### config.mk
export PLATFORM = sky130hd
export DESIGN_NAME = mem_access_stage
export DESIGN_NICKNAME = d
export VERILOG_FILES = /design/src/rtl/mem_pkg.sv /design/src/rtl/mem_access_stage_load_formatter.sv /design/src/rtl/mem_access_stage.sv
export SDC_FILE = /design/constraint.sdc
export NUM_CORES = 1
export LEC_CHECK = 0
export CELL_PAD_IN_SITES_DETAIL_PLACEMENT = 0
export CELL_PAD_IN_SITES_GLOBAL_PLACEMENT = 1
export CORE_MARGIN = 4
export CORE_UTILIZATION = 31
export CTS_CLUSTER_DIAMETER = 60
export DETAILED_ROUTE_END_ITERATION = 6
export GPL_ROUTABILITY_DRIVEN = 0
export PLACE_DENSITY = 0.85
export REMOVE_ABC_BUFFERS = 1
export SLEW_MARGIN = 15
export SYNTH_ARGS = -nofsm -noshare
export SYNTH_HDL_FRONTEND = slang
export SYNTH_SLANG_ARGS = --single-unit
### constraint.sdc
create_clock -name clk -period 2.3 [get_ports clk]
set_input_delay 0.345 -clock clk [delete_from_list [all_inputs] [get_ports clk]]
set_output_delay 0.345 -clock clk [all_outputs]
set_load 0.05 [all_outputs]
### src/rtl/mem_pkg.sv
`default_nettype none
// ---------------------------------------------------------------------------
// mem_pkg : memory-op codes, exception bit indices and MEM FSM encoding
// Revision: 1.0
// ---------------------------------------------------------------------------
package mem_pkg;

  localparam int EXP_W    = 14;
  localparam int EXP_ADEL = 4;
  localparam int EXP_ADES = 5;

  localparam logic [3:0] MOP_NONE = 4'd0;
  localparam logic [3:0] MOP_LB   = 4'd1;
  localparam logic [3:0] MOP_LBU  = 4'd2;
  localparam logic [3:0] MOP_LH   = 4'd3;
  localparam logic [3:0] MOP_LHU  = 4'd4;
  localparam logic [3:0] MOP_LW   = 4'd5;
  localparam logic [3:0] MOP_SB   = 4'd6;
  localparam logic [3:0] MOP_SH   = 4'd7;
  localparam logic [3:0] MOP_SW   = 4'd8;

  typedef enum logic [1:0] {
    ST_IDLE  = 2'd0,
    ST_REQ   = 2'd1,
    ST_WAIT  = 2'd2,
    ST_DRAIN = 2'd3
  } mem_state_e;

  function automatic logic is_load(input logic [3:0] op);
    return (op == MOP_LB) || (op == MOP_LBU) || (op == MOP_LH) ||
           (op == MOP_LHU) || (op == MOP_LW);
  endfunction

  function automatic logic is_store(input logic [3:0] op);
    return (op == MOP_SB) || (op == MOP_SH) || (op == MOP_SW);
  endfunction

endpackage
`default_nettype wire

### src/rtl/mem_access_stage_load_formatter.sv
`default_nettype none
// ---------------------------------------------------------------------------
// load_formatter : picks byte/half/word from the bus word and extends it
// Revision: 1.0
// ---------------------------------------------------------------------------
module load_formatter
  import mem_pkg::*;
(
  input  logic [31:0] i_rdata,
  input  logic [1:0]  i_addr_lo,
  input  logic [3:0]  i_op,
  output logic [31:0] o_result
);

  logic [7:0]  w_byte;
  logic [15:0] w_half;

  always_comb begin
    w_byte = 8'h00;
    case (i_addr_lo)
      2'd0:    w_byte = i_rdata[7:0];
      2'd1:    w_byte = i_rdata[15:8];
      2'd2:    w_byte = i_rdata[23:16];
      default: w_byte = i_rdata[31:24];
    endcase
    w_half = i_addr_lo[1] ? i_rdata[31:16] : i_rdata[15:0];
  end

  always_comb begin
    o_result = i_rdata;
    case (i_op)
      MOP_LB:  o_result = {{24{w_byte[7]}}, w_byte};
      MOP_LBU: o_result = {24'h0, w_byte};
      MOP_LH:  o_result = {{16{w_half[15]}}, w_half};
      MOP_LHU: o_result = {16'h0, w_half};
      default: o_result = i_rdata;
    endcase
  end

endmodule
`default_nettype wire

### src/rtl/mem_access_stage.sv
`default_nettype none
// ---------------------------------------------------------------------------
// mem_access_stage : lane-0 load/store on an SRAM-like bus + MEM/WB register
// Revision: 1.0
// ---------------------------------------------------------------------------
module mem_access_stage
  import mem_pkg::*;
(
  input  logic             clk,
  input  logic             reset,
  input  logic             flush,
  input  logic             ex_valid,
  input  logic [3:0]       ex_mem_op,
  input  logic [31:0]      ex_out_first,
  input  logic [31:0]      ex_out_second,
  input  logic [31:0]      ex_rt_first,
  input  logic [EXP_W-1:0] ex_exp_first,
  input  logic [EXP_W-1:0] ex_exp_second,
  output logic             data_req,
  output logic             data_wr,
  output logic [3:0]       data_be,
  output logic [31:0]      data_addr,
  output logic [31:0]      data_wdata,
  input  logic             data_addr_ok,
  input  logic             data_data_ok,
  input  logic [31:0]      data_rdata,
  output logic             mem_stall,
  output logic             wb_valid,
  output logic [31:0]      wb_out_first,
  output logic [31:0]      wb_out_second,
  output logic [EXP_W-1:0] wb_exp_first,
  output logic [EXP_W-1:0] wb_exp_second,
  output logic [31:0]      wb_badvaddr
);

  mem_state_e       r_state, w_next;
  logic [3:0]       r_op;
  logic             r_wr;
  logic [3:0]       r_be;
  logic [31:0]      r_addr, r_wdata;
  logic             w_is_load, w_is_store, w_misalign, w_accept, w_adel, w_ades;
  logic             w_load_done;
  logic [3:0]       w_be;
  logic [31:0]      w_wdata, w_load_result;
  logic [EXP_W-1:0] w_exp_add;

  assign w_is_load  = is_load(ex_mem_op);
  assign w_is_store = is_store(ex_mem_op);

  always_comb begin
    w_misalign = 1'b0;
    case (ex_mem_op)
      MOP_LH, MOP_LHU, MOP_SH: w_misalign = ex_out_first[0];
      MOP_LW, MOP_SW:          w_misalign = |ex_out_first[1:0];
      default:                 w_misalign = 1'b0;
    endcase
  end

  assign w_accept = (r_state == ST_IDLE) && ex_valid && (w_is_load || w_is_store) &&
                    (ex_exp_first == '0) && !w_misalign && !flush;
  assign w_adel   = ex_valid && w_is_load  && w_misalign;
  assign w_ades   = ex_valid && w_is_store && w_misalign;

  always_comb begin
    w_exp_add           = '0;
    w_exp_add[EXP_ADEL] = w_adel;
    w_exp_add[EXP_ADES] = w_ades;
  end

  // Little-endian byte lanes; data is replicated so the slave can ignore the offset.
  always_comb begin
    w_be    = 4'b1111;
    w_wdata = 32'h0;
    case (ex_mem_op)
      MOP_SB: begin
        w_be    = 4'b0001 << ex_out_first[1:0];
        w_wdata = {4{ex_rt_first[7:0]}};
      end
      MOP_SH: begin
        w_be    = ex_out_first[1] ? 4'b1100 : 4'b0011;
        w_wdata = {2{ex_rt_first[15:0]}};
      end
      MOP_SW:  w_wdata = ex_rt_first;
      default: ;
    endcase
  end

  always_comb begin
    w_next = r_state;
    case (r_state)
      ST_IDLE:  if (w_accept) w_next = ST_REQ;
      ST_REQ: begin
        if (data_addr_ok)  w_next = flush ? ST_DRAIN : ST_WAIT;
        else if (flush)    w_next = ST_IDLE;
      end
      ST_WAIT: begin
        if (data_data_ok)  w_next = ST_IDLE;
        else if (flush)    w_next = ST_DRAIN;
      end
      default:  if (data_data_ok) w_next = ST_IDLE;
    endcase
  end

  assign mem_stall = (r_state == ST_REQ) || (r_state == ST_DRAIN) ||
                     ((r_state == ST_WAIT) && !data_data_ok) ||
                     ((r_state == ST_IDLE) && w_accept);

  assign data_req   = (r_state == ST_REQ);
  assign data_wr    = r_wr;
  assign data_be    = r_be;
  assign data_addr  = {r_addr[31:2], 2'b00};
  assign data_wdata = r_wdata;

  load_formatter u_load_formatter (
    .i_rdata   (data_rdata),
    .i_addr_lo (r_addr[1:0]),
    .i_op      (r_op),
    .o_result  (w_load_result)
  );

  assign w_load_done = (r_state == ST_WAIT) && data_data_ok && is_load(r_op);

  always_ff @(posedge clk) begin
    if (reset) begin
      r_state <= ST_IDLE;
      r_op    <= MOP_NONE;
      r_wr    <= 1'b0;
      r_be    <= 4'h0;
      r_addr  <= 32'h0;
      r_wdata <= 32'h0;
    end else begin
      r_state <= w_next;
      if (w_accept) begin
        r_op    <= ex_mem_op;
        r_wr    <= w_is_store;
        r_be    <= w_be;
        r_addr  <= ex_out_first;
        r_wdata <= w_wdata;
      end
    end
  end

  always_ff @(posedge clk) begin
    if (reset) begin
      wb_valid      <= 1'b0;
      wb_out_first  <= 32'h0;
      wb_out_second <= 32'h0;
      wb_exp_first  <= '0;
      wb_exp_second <= '0;
      wb_badvaddr   <= 32'h0;
    end else if (mem_stall) begin
      wb_valid <= 1'b0;
    end else begin
      wb_valid      <= ex_valid && !flush;
      wb_out_first  <= w_load_done ? w_load_result : ex_out_first;
      wb_out_second <= ex_out_second;
      wb_exp_first  <= ex_exp_first | w_exp_add;
      wb_exp_second <= ex_exp_second;
      wb_badvaddr   <= (w_adel || w_ades) ? ex_out_first : 32'h0;
    end
  end

endmodule
`default_nettype wire

==> results of run 1 <==
routing by layer:
metal / vias to the layer above / share of wire / global-route usage
li1: 4645 / - / -
met5: - / 0.00038 / 0
met4: 2 / 0.015 / 0.0442
met3: 32 / 0.077 / 0.0595
met1: 4567 / 0.43 / 0.249
met2: 324 / 0.48 / 0.335
power breakdown:
part / internal, W / switching [W]
Clock: 0.00148 / 0.00154
Combinational: 0.000559 / 0.000673
Sequential: 0.00355 / 0.0000444
Total: 0.00560 / 0.00226
layout by cell type, fill, tap and decap left out, types with 34 or more instances in the layout:
| cell | count |
|---|---|
| nor2_1 | 44 |
| dfxtp_1 | 199 |
| a21oi_1 | 130 |
| o21ai_0 | 64 |
| o22ai_1 | 34 |
| clkdlybuf4s50_1 | 337 |
| nand2_1 | 97 |
| nand3_1 | 68 |
| nand2b_1 | 62 |
| buf_4 | 82 |
path summary, 6_finish.rpt:
| kind | cells after the start | slack (ns) | endpoint | startpoint |
|---|---|---|---|---|
| min | 3 | 0.19 | wb_exp_first[7] | ex_exp_first[7] |
| min reg2reg | 2 | 0.46 | r_addr[4] | r_addr[4] |
| max reg2reg | 9 | 0.21 | wb_out_second[23] | r_state[1] |
| max | 8 | 0.07 | mem_stall | ex_exp_first[12] |
area by class of cell:
type	count	area (µm²)
Fill cell	2747	14900
Multi-Input combinational cell	766	4500
Timing Repair Buffer	457	4500
Sequential cell	200	4010
Tap cell	384	480
Clock buffer	18	439
Clock inverter	14	150
Inverter	7	26.3
Antenna cell	3	7.51
cell families (layout without fill, tap and decap cells):
kind of cell / count (synthesis) / count (layout) / synth area share
AOI/OAI and AO/OA: 349 / 349 / 0.233
DFF: 200 / 200 / 0.434
buffers and inverters: 151 / 496 / 0.0857
muxes: 17 / 17 / 0.0223
xor gates and xnor gates: 3 / 3 / 0.00285
other: 1 / 5 / 0.000407
and+or+nand+nor: 395 / 395 / 0.221
sequential cells by signal, indices dropped and copies added, names as in the netlist:
signal         count
r_state            2
data_wdata        32
data_be            4
wb_valid           1
r_op               4
wb_badvaddr       32
wb_exp_first      14
wb_out_second     32
wb_out_first      32
data_wr            1
r_addr            32
wb_exp_second     14
through the flow:
step	cell area (µm²)	worst slack [ns]	setup TNS (ns)
after floorplan	8460	-3.85	-496.73
after global placement	13400	-0.500	-86.78
after detailed placement	13400	-0.513	-84.58
after CTS	14100	0.00357	0
after global routing	14100	-0.0000635	-0.0000635
final	14100	0.0728	0
critical path, stage by stage:
cell and delay, ns:
dlygate4sd2_1 0.27, nor4b_4 0.33, nand4_1 0.20, a311oi_4 0.33, buf_6 0.15, nor2_4 0.05, inv_2 0.07, buf_12 0.13
repair_timing:
item                                    4_1_cts  5_1_grt
endpoints found under the setup margin       36        1
buffers inserted                              5        3
gates resized for setup                      30        7
hold buffers                                  0        0
pin swaps                                     9        5
==> impl_metrics.csv, run 1 <==
group,metric,value,unit
die,fp.dieH,180,µm
synth,yosys.area.top_type_share,0.434,
synth,synth_edf_count,0,
sta,fmax,449,MHz
synth,synth_cell_types,60,
sta,hold_viol,0,
clock_tree,cts_htree_levels,4,
die,dieArea,0.0326,mm²
synth,yosys.area.top_type,"dfxtp_1",
worst_hold_path,min_path_type,"in -> reg",
clock_tree,cts_sinks,200,
route,vias,9570,
global_routing,grt_pass1_wl,53.0,mm
clock_tree,clockRootBuffer,"clkbuf_16",
worst_setup_path,cp.arrival,1.88,ns
sta,timing.final.crit_share,0.968,
sta,fin_hold_ws,0.193,ns
synth,synthCells,1116,
global_routing,antenna_found_initial,4,
synth,synth_warnings,0,
clock_tree,cts_buffers,17,
clock_tree,clk_latency,0.44,ns
die,core-area,0.0290,mm²
route,drt_iter0_drc,637,
worst_setup_path,cp.required,1.96,ns
route,dr.pass1.iters,5,
cells_and_area,drive_above_1_share,0.118,
sta,setup_viol,0,
synth,synth_area_per_cell,8.26,µm²
synth,synth_seq_cells,200,
worst_setup_path,endpoint_kind,"output pin",
synth,synth-seq-area-share,0.434,
synth,synth_commonest_cells,"dfxtp_1 (200), a21oi_1 (130), nand2_1 (99), nand3_1 (68), o21ai_0 (64)",
placement,post-place-cells,1806,
die,initial_core_util,0.318,
placement,hpwlAfterDp,24.7,mm
global_routing,grt-ovfl-total,0,
worst_setup_path,path_max_fanout,4,
sta,worstMarginPinSlew,0.663,ns
synth,synth.area.top_cells,"dfxtp_1 (43%), a21oi_1 (7.1%), nand2b_1 (4.3%), nand2_1 (4.0%), nand3_1 (3.7%)",
job,maxCapViolations,0,
cells_and_area,area_delta_synth_final,53.1,%
status,status,"completed",
worst_setup_path,start_kind,"input port",
power_and_ir_drop,p_per_area,556,mW/mm²
route,drc_errors,0,
die,num_rows,62,
power_and_ir_drop,p_leak,5.05,nW
global_routing,track_usage,0.198,
cells_and_area,post-route-util,0.486,
synth,syn-cell-area,0.00922,mm²
placement,port_buffers,359,
worst_setup_path,worstSetupPathType,"in -> out",
route,via_per_inst,5.18,
die,die_w,180,µm
synth,synth.most_common_cell,"dfxtp_1",
route,wl_per_cell,18.5,µm
die,pin_count,362,
clock_tree,cts_tree,"built",
route,drt_wl_total,34.1,mm
cells_and_area,final_cells,1849,
global_routing,grt_max_degree,155,
synth,synthFlopType,"dfxtp_1",
clock_tree,path_clk_slew,0.08,ns
sta,relSlewSlack,0.558,
synth,async_reset_ff_frac,0,
cells_and_area,nNetsFinal,1615,
clock_tree,cts_buffer_depth,2,
global_routing,grt_pass1_vias,9197,
sta,period_needed,2.23,ns
sta,clock_skew,0.0175,ns
sta,final_max_slew_viol_count,0,
route,ant_nets,0,
power_and_ir_drop,total_power,0.00785,W
power_and_ir_drop,peakVddDrop,0.377,mV
(Power assumes the default switching activity.)
==> run 2: changes to the inputs <==
- CTS_CLUSTER_SIZE: default -> 16
- HOLD_SLACK_MARGIN: default -> 0.15
==> results of run 2 <==
Final layout, timing and power as in run 1 (identical DEF).
